[src/rtl/red_pitaya_pwm_mc.sv]
// Multi-channel PWM with a shared prescaler and period counter; the fractional duty is
// spread over a frame of 2^DW periods by first-order sigma-delta dithering.
module red_pitaya_pwm_mc #(
    parameter int unsigned NCH = 4,
    parameter int unsigned VW  = 8,
    parameter int unsigned DW  = 4,
    parameter int unsigned PSW = 16
) (
    input  logic                   clk,
    input  logic                   rstn,
    input  logic [NCH*(VW+DW)-1:0] cfg,
    input  logic [PSW-1:0]         freq_div,
    input  logic                   center_mode,
    input  logic                   dither_en,
    output logic [NCH-1:0]         pwm_o,
    output logic                   pwm_s,
    output logic                   frame_s
);
    localparam int unsigned CW = VW + DW;

    logic [PSW-1:0] div_cnt;
    logic [PSW-1:0] div_last;
    logic           tick;
    logic [VW-1:0]  vcnt;
    logic [VW-1:0]  cmp;
    logic           dir;
    logic           vmax;
    logic           pend;
    logic           fend;
    logic [DW-1:0]  bcnt;
    logic           mode_act;
    logic           dith_act;
    logic [VW-1:0]  v_act   [NCH];
    logic [DW-1:0]  f_act   [NCH];
    logic [DW-1:0]  acc     [NCH];
    logic [DW:0]    acc_sum [NCH];
    logic [NCH-1:0] carry;
    logic [NCH-1:0] pwm_nxt;

    always_comb begin
        div_last = (freq_div <= PSW'(1)) ? '0 : freq_div - PSW'(1);
        tick     = (div_cnt >= div_last);
        vmax     = (vcnt == {VW{1'b1}});
        cmp      = dir ? ~vcnt : vcnt;
        pend     = tick && vmax && (!mode_act || dir);
        fend     = pend && (!dith_act || (bcnt == {DW{1'b1}}));
    end

    always_comb begin
        for (int k = 0; k < NCH; k++) begin
            pwm_nxt[k] = ({1'b0, cmp} < ({1'b0, v_act[k]} + {{VW{1'b0}}, carry[k]}));
            acc_sum[k] = {1'b0, acc[k]} + {1'b0, f_act[k]};
        end
    end

    always_ff @(posedge clk or negedge rstn) begin
        if (!rstn) begin
            div_cnt <= '0;
            vcnt    <= '0;
            dir     <= 1'b0;
            bcnt    <= '0;
            pwm_o   <= '0;
            pwm_s   <= 1'b0;
            frame_s <= 1'b0;
        end else begin
            div_cnt <= tick ? '0 : div_cnt + PSW'(1);
            // pend/fend already contain tick, so strobes stay low between ticks
            pwm_s   <= pend;
            frame_s <= fend;
            if (tick) begin
                vcnt  <= vcnt + VW'(1);
                pwm_o <= pwm_nxt;
                // every period restarts counting up; only a mid-period wrap turns down
                if (vmax) begin
                    dir <= !pend;
                end
            end
            if (pend) begin
                bcnt <= fend ? '0 : bcnt + DW'(1);
            end
        end
    end

    always_ff @(posedge clk or negedge rstn) begin
        if (!rstn) begin
            mode_act <= 1'b0;
            dith_act <= 1'b0;
            carry    <= '0;
            for (int k = 0; k < NCH; k++) begin
                v_act[k] <= '0;
                f_act[k] <= '0;
                acc[k]   <= '0;
            end
        end else if (fend) begin
            mode_act <= center_mode;
            dith_act <= dither_en;
            carry    <= '0;
            for (int k = 0; k < NCH; k++) begin
                v_act[k] <= cfg[k*CW+DW +: VW];
                f_act[k] <= cfg[k*CW +: DW];
                // seed with one step so the frame's 2^DW additions yield exactly f carries
                acc[k]   <= dither_en ? cfg[k*CW +: DW] : '0;
            end
        end else if (pend && dith_act) begin
            for (int k = 0; k < NCH; k++) begin
                {carry[k], acc[k]} <= acc_sum[k];
            end
        end
    end

endmodule
[config.mk]
export PLATFORM = sky130hd
export DESIGN_NAME = red_pitaya_pwm_mc
export DESIGN_NICKNAME = d
export VERILOG_FILES = /design/src/rtl/red_pitaya_pwm_mc.sv
export SDC_FILE = /design/constraint.sdc
export NUM_CORES = 1
export LEC_CHECK = 0
export CORE_UTILIZATION = 30
export CTS_BUF_LIST = sky130_fd_sc_hd__clkbuf_2 sky130_fd_sc_hd__clkbuf_4 sky130_fd_sc_hd__clkbuf_8
export DETAILED_ROUTE_END_ITERATION = 10
export GPL_ROUTABILITY_DRIVEN = 0
export HOLD_SLACK_MARGIN = 0.03
export PLACE_DENSITY_LB_ADDON = 0.1
export SLEW_MARGIN = 20
export SYNTH_ARGS = -nofsm -noshare
export SYNTH_HDL_FRONTEND = slang
export SYNTH_SLANG_ARGS = --single-unit
[constraint.sdc]
create_clock -name clk -period 4.57 [get_ports clk]
set_clock_uncertainty 0.05 [all_clocks]
set_input_delay 0.457 -clock clk [delete_from_list [all_inputs] [get_ports clk]]
set_output_delay 0.457 -clock clk [all_outputs]
set_load 0.02 [all_outputs]
Yosys cells after proc, flatten, opt, wreduce, memory -nomap -nowiden
Cells that the tools add are included.
- logic and storage cells: 66
- input bits: 68
- output and inout bits: 6
- register bits after elaboration: 105
- bitwise gates (word level): 1
- add/sub/neg operators: 12
- reduce and logical (&&, ||, !) cells: 11
- muxes and demuxes: 12
- order comparisons: 6
- equality and inequality tests: 2
- operators by type and width (cell ; count):
    $mux 16 ; 4
    $add 8x1->9 ; 4
    $lt 8x9->1 ; 4
    $mux 4 ; 7
    $add 4x4->5 ; 4
    $add 16x1->16 const B ; 1
    $ge 16x16->1 ; 1
    $le 16x1->1 const B ; 1
    $sub 16x1->16 const B ; 1
    $add 8x1->8 const B ; 1
    $eq 8x8->1 const B ; 1
    $mux 8 ; 1
    $not 8->8 ; 1
    $add 4x1->4 const B ; 1
    $eq 4x4->1 const B ; 1
    $logic_and 1x1->1 ; 4
    $logic_not 1->1 ; 3
    $logic_or 1x1->1 ; 2
    $reduce_and 2->1 ; 1
    $reduce_bool 2->1 ; 1

Longest topological paths before layout
Gate-level depths: netlist (run 1).
- depth in word-level cells: 8
- gate-level depth with buffers: 16
- depth with buffers taken out: 13

Least setup slack after synthesis (run 1)
Ideal clock, no wire load.
- path type: input to register
- start: in freq_div[5]
- end: reg v_act[10] (netlist name)
- path buffers: 2
- data required time: 4.395 ns
- slack: 0.516 ns
- arrival time: 3.879 ns
- setup time: 0.125 ns
- cell stages on the path: 15
- cell sequence: or4_1 nor4_2 nand2_1 nor4_1 xor2_1 nand2_1 ha_1 and4_1 nand4_1 a2111oi_4 o31a_2 nand4_2 buf_6 buf_6 mux2_4
- cells in the longest elaborated chain, start to end: 6
- elaborated cells between the ends (all ways): 7
- those cells by class: 1 x add/sub; 2 x order compare; 1 x mux; 3 x reduce/logical
- RTL lines (element ; RTL line ; source):
    start: declaration ; 12 ; input logic [PSW-1:0] freq_div,
    $sub 16x1->16 or $le 16x1->1 (tied branches) ; 41 ; div_last = (freq_div <= PSW'(1)) ? '0 : freq_div - PSW'(1);
    $mux 16 (*) ; 41 ;
    $ge 16x16->1 (*) ; 42 ; tick = (div_cnt >= div_last);
    $logic_and 1x1->1 (*) (2 in a row) ; 45 ; pend = tick && vmax && (!mode_act || dir);
    $logic_and 1x1->1 (*) ; 46 ; fend = pend && (!dith_act || (bcnt == {DW{1'b1}}));
    end signal: indexed assignment ; 99 ; v_act[k] <= cfg[k*CW+DW +: VW];
    end: declaration ; 33 ; logic [VW-1:0] v_act [NCH];
Every way passes the cells marked *; elsewhere a longest branch is shown, timed or not.
A chain may end at the register's enable or synchronous reset.

Worst setup path in the final report (run 1)
- start: in freq_div[5]
- end: reg f_act[15] (netlist name)
- cells in the longest elaborated chain, start to end: 6
- elaborated cells between the ends (all ways): 7
- those cells by class: 1 x add/sub; 2 x order compare; 1 x mux; 3 x reduce/logical
- RTL lines (element ; RTL line ; source):
    $sub 16x1->16 or $le 16x1->1 (tied branches) ; 41 ;
    $mux 16 (*) ; 41 ;
    $ge 16x16->1 (*) ; 42 ;
    $logic_and 1x1->1 (*) (2 in a row) ; 45 ;
    $logic_and 1x1->1 (*) ; 46 ;
    end signal: indexed assignment ; 100 ; f_act[k] <= cfg[k*CW +: DW];
    end: declaration ; 34 ; logic [DW-1:0] f_act [NCH];
Marked as above.

==> results of run 1 <==
## final cells by class
| class | count | area [um^2] |
|---|---|---|
| flip-flops and latches | 105 | 2628 |
| clock inverters | 7 | 95.09 |
| fillers | 2193 | 13790 |
| multi-input cells | 504 | 3963 |
| clock buffers | 9 | 123.9 |
| well taps | 280 | 350.3 |
| repair buffers | 92 | 908.4 |
| inverters | 26 | 97.59 |
## per-layer routing
metal  up-vias  global-route usage  share of wire
li1       2508                   -              -
met1      2427              0.1901           0.47
met2        59              0.2510           0.49
met5         -                   0              0
met3        12             0.02560          0.030
met4         0             0.03887          0.012
## stage by stage
step	hold slack [ns]	std cells	instance area, um^2
floorplan	0.1114	656	6777
global placement	0.4164	1007	7946
detailed placement	0.4220	1007	7946
CTS	0.1688	1023	8165
global route	0.1985	1023	8165
finish	0.1480	1023	8165
## synth_stat cells, types with 3 or more instances
| cell | number | area (um^2) |
|---|---|---|
| dfrtp_1 | 105 | 2628 |
| ha_1 | 73 | 913.4 |
| nand2_1 | 62 | 232.7 |
| xor2_1 | 42 | 367.9 |
| o21ai_0 | 38 | 190.2 |
| nor2_1 | 34 | 127.6 |
| nand3_1 | 29 | 145.1 |
| xnor2_1 | 27 | 236.5 |
| inv_1 | 26 | 97.59 |
| mux2_2 | 26 | 292.8 |
| a21oi_1 | 20 | 100.1 |
| mux2_4 | 20 | 300.3 |
| a31oi_1 | 15 | 93.84 |
| and3_1 | 15 | 93.84 |
| clkbuf_1 | 13 | 48.80 |
| a21o_1 | 11 | 82.58 |
| nor3_1 | 10 | 50.05 |
| nor2b_1 | 8 | 50.05 |
| nand4_1 | 7 | 43.79 |
| o21a_1 | 6 | 45.04 |
| and4_1 | 5 | 43.79 |
| a211o_1 | 4 | 35.03 |
| and2_1 | 4 | 25.02 |
| buf_2 | 4 | 20.02 |
| fa_1 | 4 | 80.08 |
| o31ai_1 | 4 | 30.03 |
| a211oi_1 | 3 | 22.52 |
| buf_6 | 3 | 33.78 |
| nand2b_1 | 3 | 18.77 |
| o211ai_1 | 3 | 22.52 |
| or3_1 | 3 | 18.77 |
| or4_1 | 3 | 22.52 |
## flip-flops by register name, indices dropped and copies added, names as in the netlist
name and cells:
acc 16, bcnt 4, carry 4, dir 1
dith_act 1, div_cnt 16, f_act 16, frame_s 1
mode_act 1, pwm_o 4, pwm_s 1, v_act 32
vcnt 8
## worst min-delay path by stage
stage	startpoint	to	slack, ns	cells past startpoint
2_1_floorplan	rstn	acc[0]	0.11	0
3_3_place_gp	bcnt[3]	bcnt[3]	0.42	1
3_5_place_dp	bcnt[3]	bcnt[3]	0.42	1
4_1_cts	rstn	v_act[13]	0.17	1
5_1_grt	rstn	v_act[13]	0.20	1
6_report	rstn	v_act[21]	0.15	1
## power by group
part / total (mW) / internal [mW] / switching, mW
Clock: 0.647 / 0.271 / 0.376
Combinational: 0.602 / 0.296 / 0.306
Sequential: 1.09 / 1.01 / 0.0890
Total: 2.34 / 1.57 / 0.771
## kinds of logic (layout without fill, tap and decap cells)
group | Yosys count | after routing | share of synthesized area
AOI/OAI and AO/OA | 120 | 120 | 0.1172
adders and majority gates | 77 | 77 | 0.1466
and+or+nand+nor | 190 | 190 | 0.1383
DFF | 105 | 105 | 0.3877
muxes | 48 | 48 | 0.09084
buffers and inverters | 47 | 134 | 0.03010
xor gates and xnor gates | 69 | 69 | 0.08918
## layout by cell type (no fill, tap or decap), types with 3 or more instances in the layout
cell type / Yosys / final
fa_1: 4 / 4
o31ai_1: 4 / 4
ha_1: 73 / 73
o21ai_0: 38 / 38
nor2_1: 34 / 34
a31oi_1: 15 / 15
nand4_1: 7 / 7
clkdlybuf4s50_1: 0 / 72
dfrtp_1: 105 / 105
a21oi_1: 20 / 20
o211ai_1: 3 / 3
a211oi_1: 3 / 3
a21o_1: 11 / 11
mux2_2: 26 / 26
a211o_1: 4 / 4
o21a_1: 6 / 6
xor2_1: 42 / 42
nand2b_1: 3 / 3
and2_1: 4 / 4
clkbuf_8: 0 / 9
nor2b_1: 8 / 8
and4_1: 5 / 5
and3_1: 15 / 15
nor3_1: 10 / 10
xnor2_1: 27 / 27
nand3_1: 29 / 29
or3_1: 3 / 3
inv_1: 26 / 26
buf_4: 0 / 17
buf_12: 0 / 3
nand2_1: 62 / 62
mux2_4: 20 / 20
or4_1: 3 / 3
==> reports/metrics.yaml, run 1 <==
num_antenna_cells: 0
drive_above_1_share: 0.1198
die_h_um: 152.3
start_util: 0.3086
fin_util: 0.3719
setup_ws_ns: 0.4154
rsz0062_at_grt: "no"
slew_violations: 0
cts_buffer_depth: 2
post-route-min-period_ns: 4.155
cts_root_buf: "clkbuf_8"
timing.critical_path.buf_inv: 2
synth_edf_count: 0
crit_arrival_ns: 4.39
fp-row-count: 54
overflow: 0
violations: "DRC"
core_um2: 21960
final_hold_viol_count: 0
ys_types: 51
power_mw: 2.343
crit_top_cell: "nand2_1"
yosysWarnings: 0
crit_slowest_cell: "or4_1"
place_ws_ns: 0.0002700
syn_inst: 656
p_per_area_nw_per_um2: 287.0
synthesis.area_um2: 6776
hold_path.class: "primary input to async pin"
synthArstFlopShare: 1.000
cts_tree: "done"
antenna_left: 0
grt_pass1_vias: 5304
syn_avg_cell_area_um2: 10.33
syn-num-nets: 801
grt_max_degree: 69
cp.depth: 15
max_stage_delay_ns: 0.57
reg2regPathDepth: 9
seq_area_frac_synth: 0.3877
area_delta_synth_final_pct: 20.49
wl_um: 16040
grt_use_total: 0.1467
r2r_slack_ns: 1.76
clkTransAtPathRegs_ns: 0.12
path_class: "primary input to register"
regToRegStartpoint: "div_cnt[0]"
drt-vias-per-instance: 4.893
drtIter0Drc: 220
setup_tns_ns: 0
crit_end: "f_act[15]"
die_area_um2: 23190
io_pins: 74
tightestPinTransition_ns: 0.9375
period_share: 0.9091
peakVddDrop_uv: 140.8
ys_ff_latch: 105
drtPass1Iterations: 7
grt_pass1_wl_um: 27290
ctsHoldBuffers: 0
crit_fanout: 22
place_hpwl_um: 11610
clock_latency_ns: 0.39
worstSetupStartpoint: "freq_div[5]"
cts.sinks: 105
cap_violations: 0
port_buffers: 73
cts_resized: 0
antenna_found_initial: 0
fmaxAchievable_mhz: 240.7
worstReg2RegEnd: "f_act[7]"
wl_per_cell_um: 15.68
p_leak_nw: 3.882
end_kind: "register"
post-route-drc-count: 7
synthFlopType: "dfrtp_1"
max-slew-margin-rel: 0.3750
crit_family: "simple AND/OR/NAND/NOR gates"
worstSetupStartpointType: "primary input"
required_ns: 4.81
status: "finished with violations"
post_cts_buffers: 0
nets: 883
h-tree-depth: 3
cts_buffers: 9
finalSetupViolCount: 0
die_x_um: 152.3
crit_chain: "clkdlybuf4s50_1, or4_1, nor4_2, nand2_1, nor4_1, xor2_1, nand2_1, ha_1, and4_1, nand4_1, a2111oi_4, o31a_2, nand4_4, buf_12, mux2_1"
vias: 5006
Note: power is estimated with default switching activity, not from simulation.
==> run 2: changes to the inputs <==
Settings changed: REMOVE_ABC_BUFFERS set to 1.
==> run 2 against run 1 <==
The flow still finishes with violations (DRC). Final cell count grew 0.49%. Non-clock buffer count increased by 6. Clock-buffer cell count grew 2. Combinational power about the same. Critical endpoint is now v_act[21]. Sequential power hardly changed. Clock power fell by 9.7%. Core utilization grew 0.16 points. Final area is 0.43% higher. Flip-flop and latch count did not move. Routed wire length shrank 4.6%. Register-to-register slack worse by 0.10 ns. Fmax decreased by 3.2%.
==> reports/metrics.yaml, run 2 (synthesis gave the netlist of run 1 again) <==
nets: 889
crit_top_cell: "nand2_1"
die_h_um: 152.3
num_antenna_cells: 0
crit_chain: "clkdlybuf4s50_1, or4_1, nor4_2, nand2_1, nor4_1, xor2_1, nand2_1, ha_1, and4_1, nand4_1, a2111oi_4, buf_4, o31a_2, nand4_4, buf_12, mux2_4"
start_util: 0.3086
h-tree-depth: 3
max-slew-margin-rel: 0.4356
drtPass1Iterations: 7
wl_um: 15300
reg2regPathDepth: 10
crit_slowest_cell: "or4_1"
place_ws_ns: -0.1082
final_common_cell: "dfrtp_1"
fmaxAchievable_mhz: 232.9
place_hpwl_um: 11300
cap_violations: 0
end_kind: "register"
drive_above_1_share: 0.1243
cts_root_buf: "clkbuf_8"
vias: 5024
peakVddDrop_uv: 123.9
fp-row-count: 54
path_class: "primary input to register"
antenna_found_initial: 0
port_buffers: 73
wl_per_cell_um: 14.88
drtIter0Drc: 205
drt-vias-per-instance: 4.887
r2r_slack_ns: 1.66
final_cell_mix: "dfrtp_1 (105), ha_1 (73), clkdlybuf4s50_1 (72)"
largest-register: "v_act"
period_share: 0.9394
violations: "DRC"
p_leak_nw: 3.903
grt_use_total: 0.1399
max_stage_delay_ns: 0.59
power_mw: 2.281
worstSetupStartpointType: "primary input"
clkTransAtPathRegs_ns: 0.10
die_area_um2: 23190
largest_register_ffs: 32
tightestPinTransition_ns: 0.8466
area_delta_synth_final_pct: 21.01
cts_buffer_depth: 2
antenna_left: 0
rsz0062_at_grt: "no"
final_hold_viol_count: 0
core_um2: 21960
fin_cells: 1028
dp_cells: 1012
io_pins: 74
post-route-min-period_ns: 4.293
die_x_um: 152.3
cts_tree: "done"
post-route-drc-count: 5
setup_ws_ns: 0.2771
hold_depth: 1
hold_path.class: "register to register"
cts.sinks: 105
p_per_area_nw_per_um2: 278.2
grt_pass1_wl_um: 26170
finalSetupViolCount: 0
grt_pass1_vias: 5089
cts_buffers: 9
overflow: 0
status: "finished with violations"
grt_max_degree: 46
clock_latency_ns: 0.38
required_ns: 4.78
crit_fanout: 18
slew_violations: 0
crit_arrival_ns: 4.50
cts_resized: 0
## run 2: report_power, final
| part | switching [mW] | internal (mW) |
|---|---|---|
| combinational | 0.297 | 0.305 |
| sequential | 0.0902 | 1.01 |
| clock | 0.319 | 0.265 |
| total | 0.706 | 1.57 |
## run 2: timing repair
action,4_1_cts,5_1_grt
hold endpoints to repair,34,0
setup buffers,0,0
hold buffers,1,0
## run 2: final timing paths
kind | start | endpoint
max | freq_div[4] | v_act[21]
min | bcnt[3] | bcnt[3]
max reg2reg | div_cnt[0] | v_act[15]
min reg2reg | bcnt[3] | bcnt[3]
max in group asynchronous | rstn | acc[4]
min in group asynchronous | rstn | v_act[3]
## run 2: stage by stage
stage	util	hold WS, ns	TNS (ns)	instance area [um^2]
floorplan	-	0.1114	-24.33	6670
global placement	0.3642	0.4026	-1.530	7996
detailed placement	0.3642	0.4035	-3.887	7996
CTS	0.3734	0.4385	0	8200
global route	0.3734	0.4725	0	8200
finish	0.3734	0.4379	0	8200
## run 2: layer usage
metal | GRT usage | vias to the layer above | routed length (um)
li1 | - | 2508 | -
met1 | 0.1946 | 2440 | 7741
met2 | 0.2210 | 67 | 6898
met3 | 0.02929 | 9 | 514
met4 | 0.03353 | 0 | 145
met5 | 0 | - | 0
## run 2: layout make-up
class / instances / area [um^2]
Fill cell: 2200 / 13760
Multi-Input combinational cell: 504 / 3963
Sequential cell: 105 / 2628
Timing Repair Buffer: 98 / 968.4
Tap cell: 280 / 350.3
Clock buffer: 11 / 138.9
Inverter: 26 / 97.59
Clock inverter: 4 / 55.05
## run 2: critical path, delay by kind of cell
family / cells / cell delay [ns]
AOI/OAI and AO/OA: 2 / 0.51
xor gates and xnor gates: 1 / 0.18
adders and majority gates: 1 / 0.27
buffers and inverters: 3 / 0.85
muxes: 1 / 0.30
and+or+nand+nor: 8 / 1.91
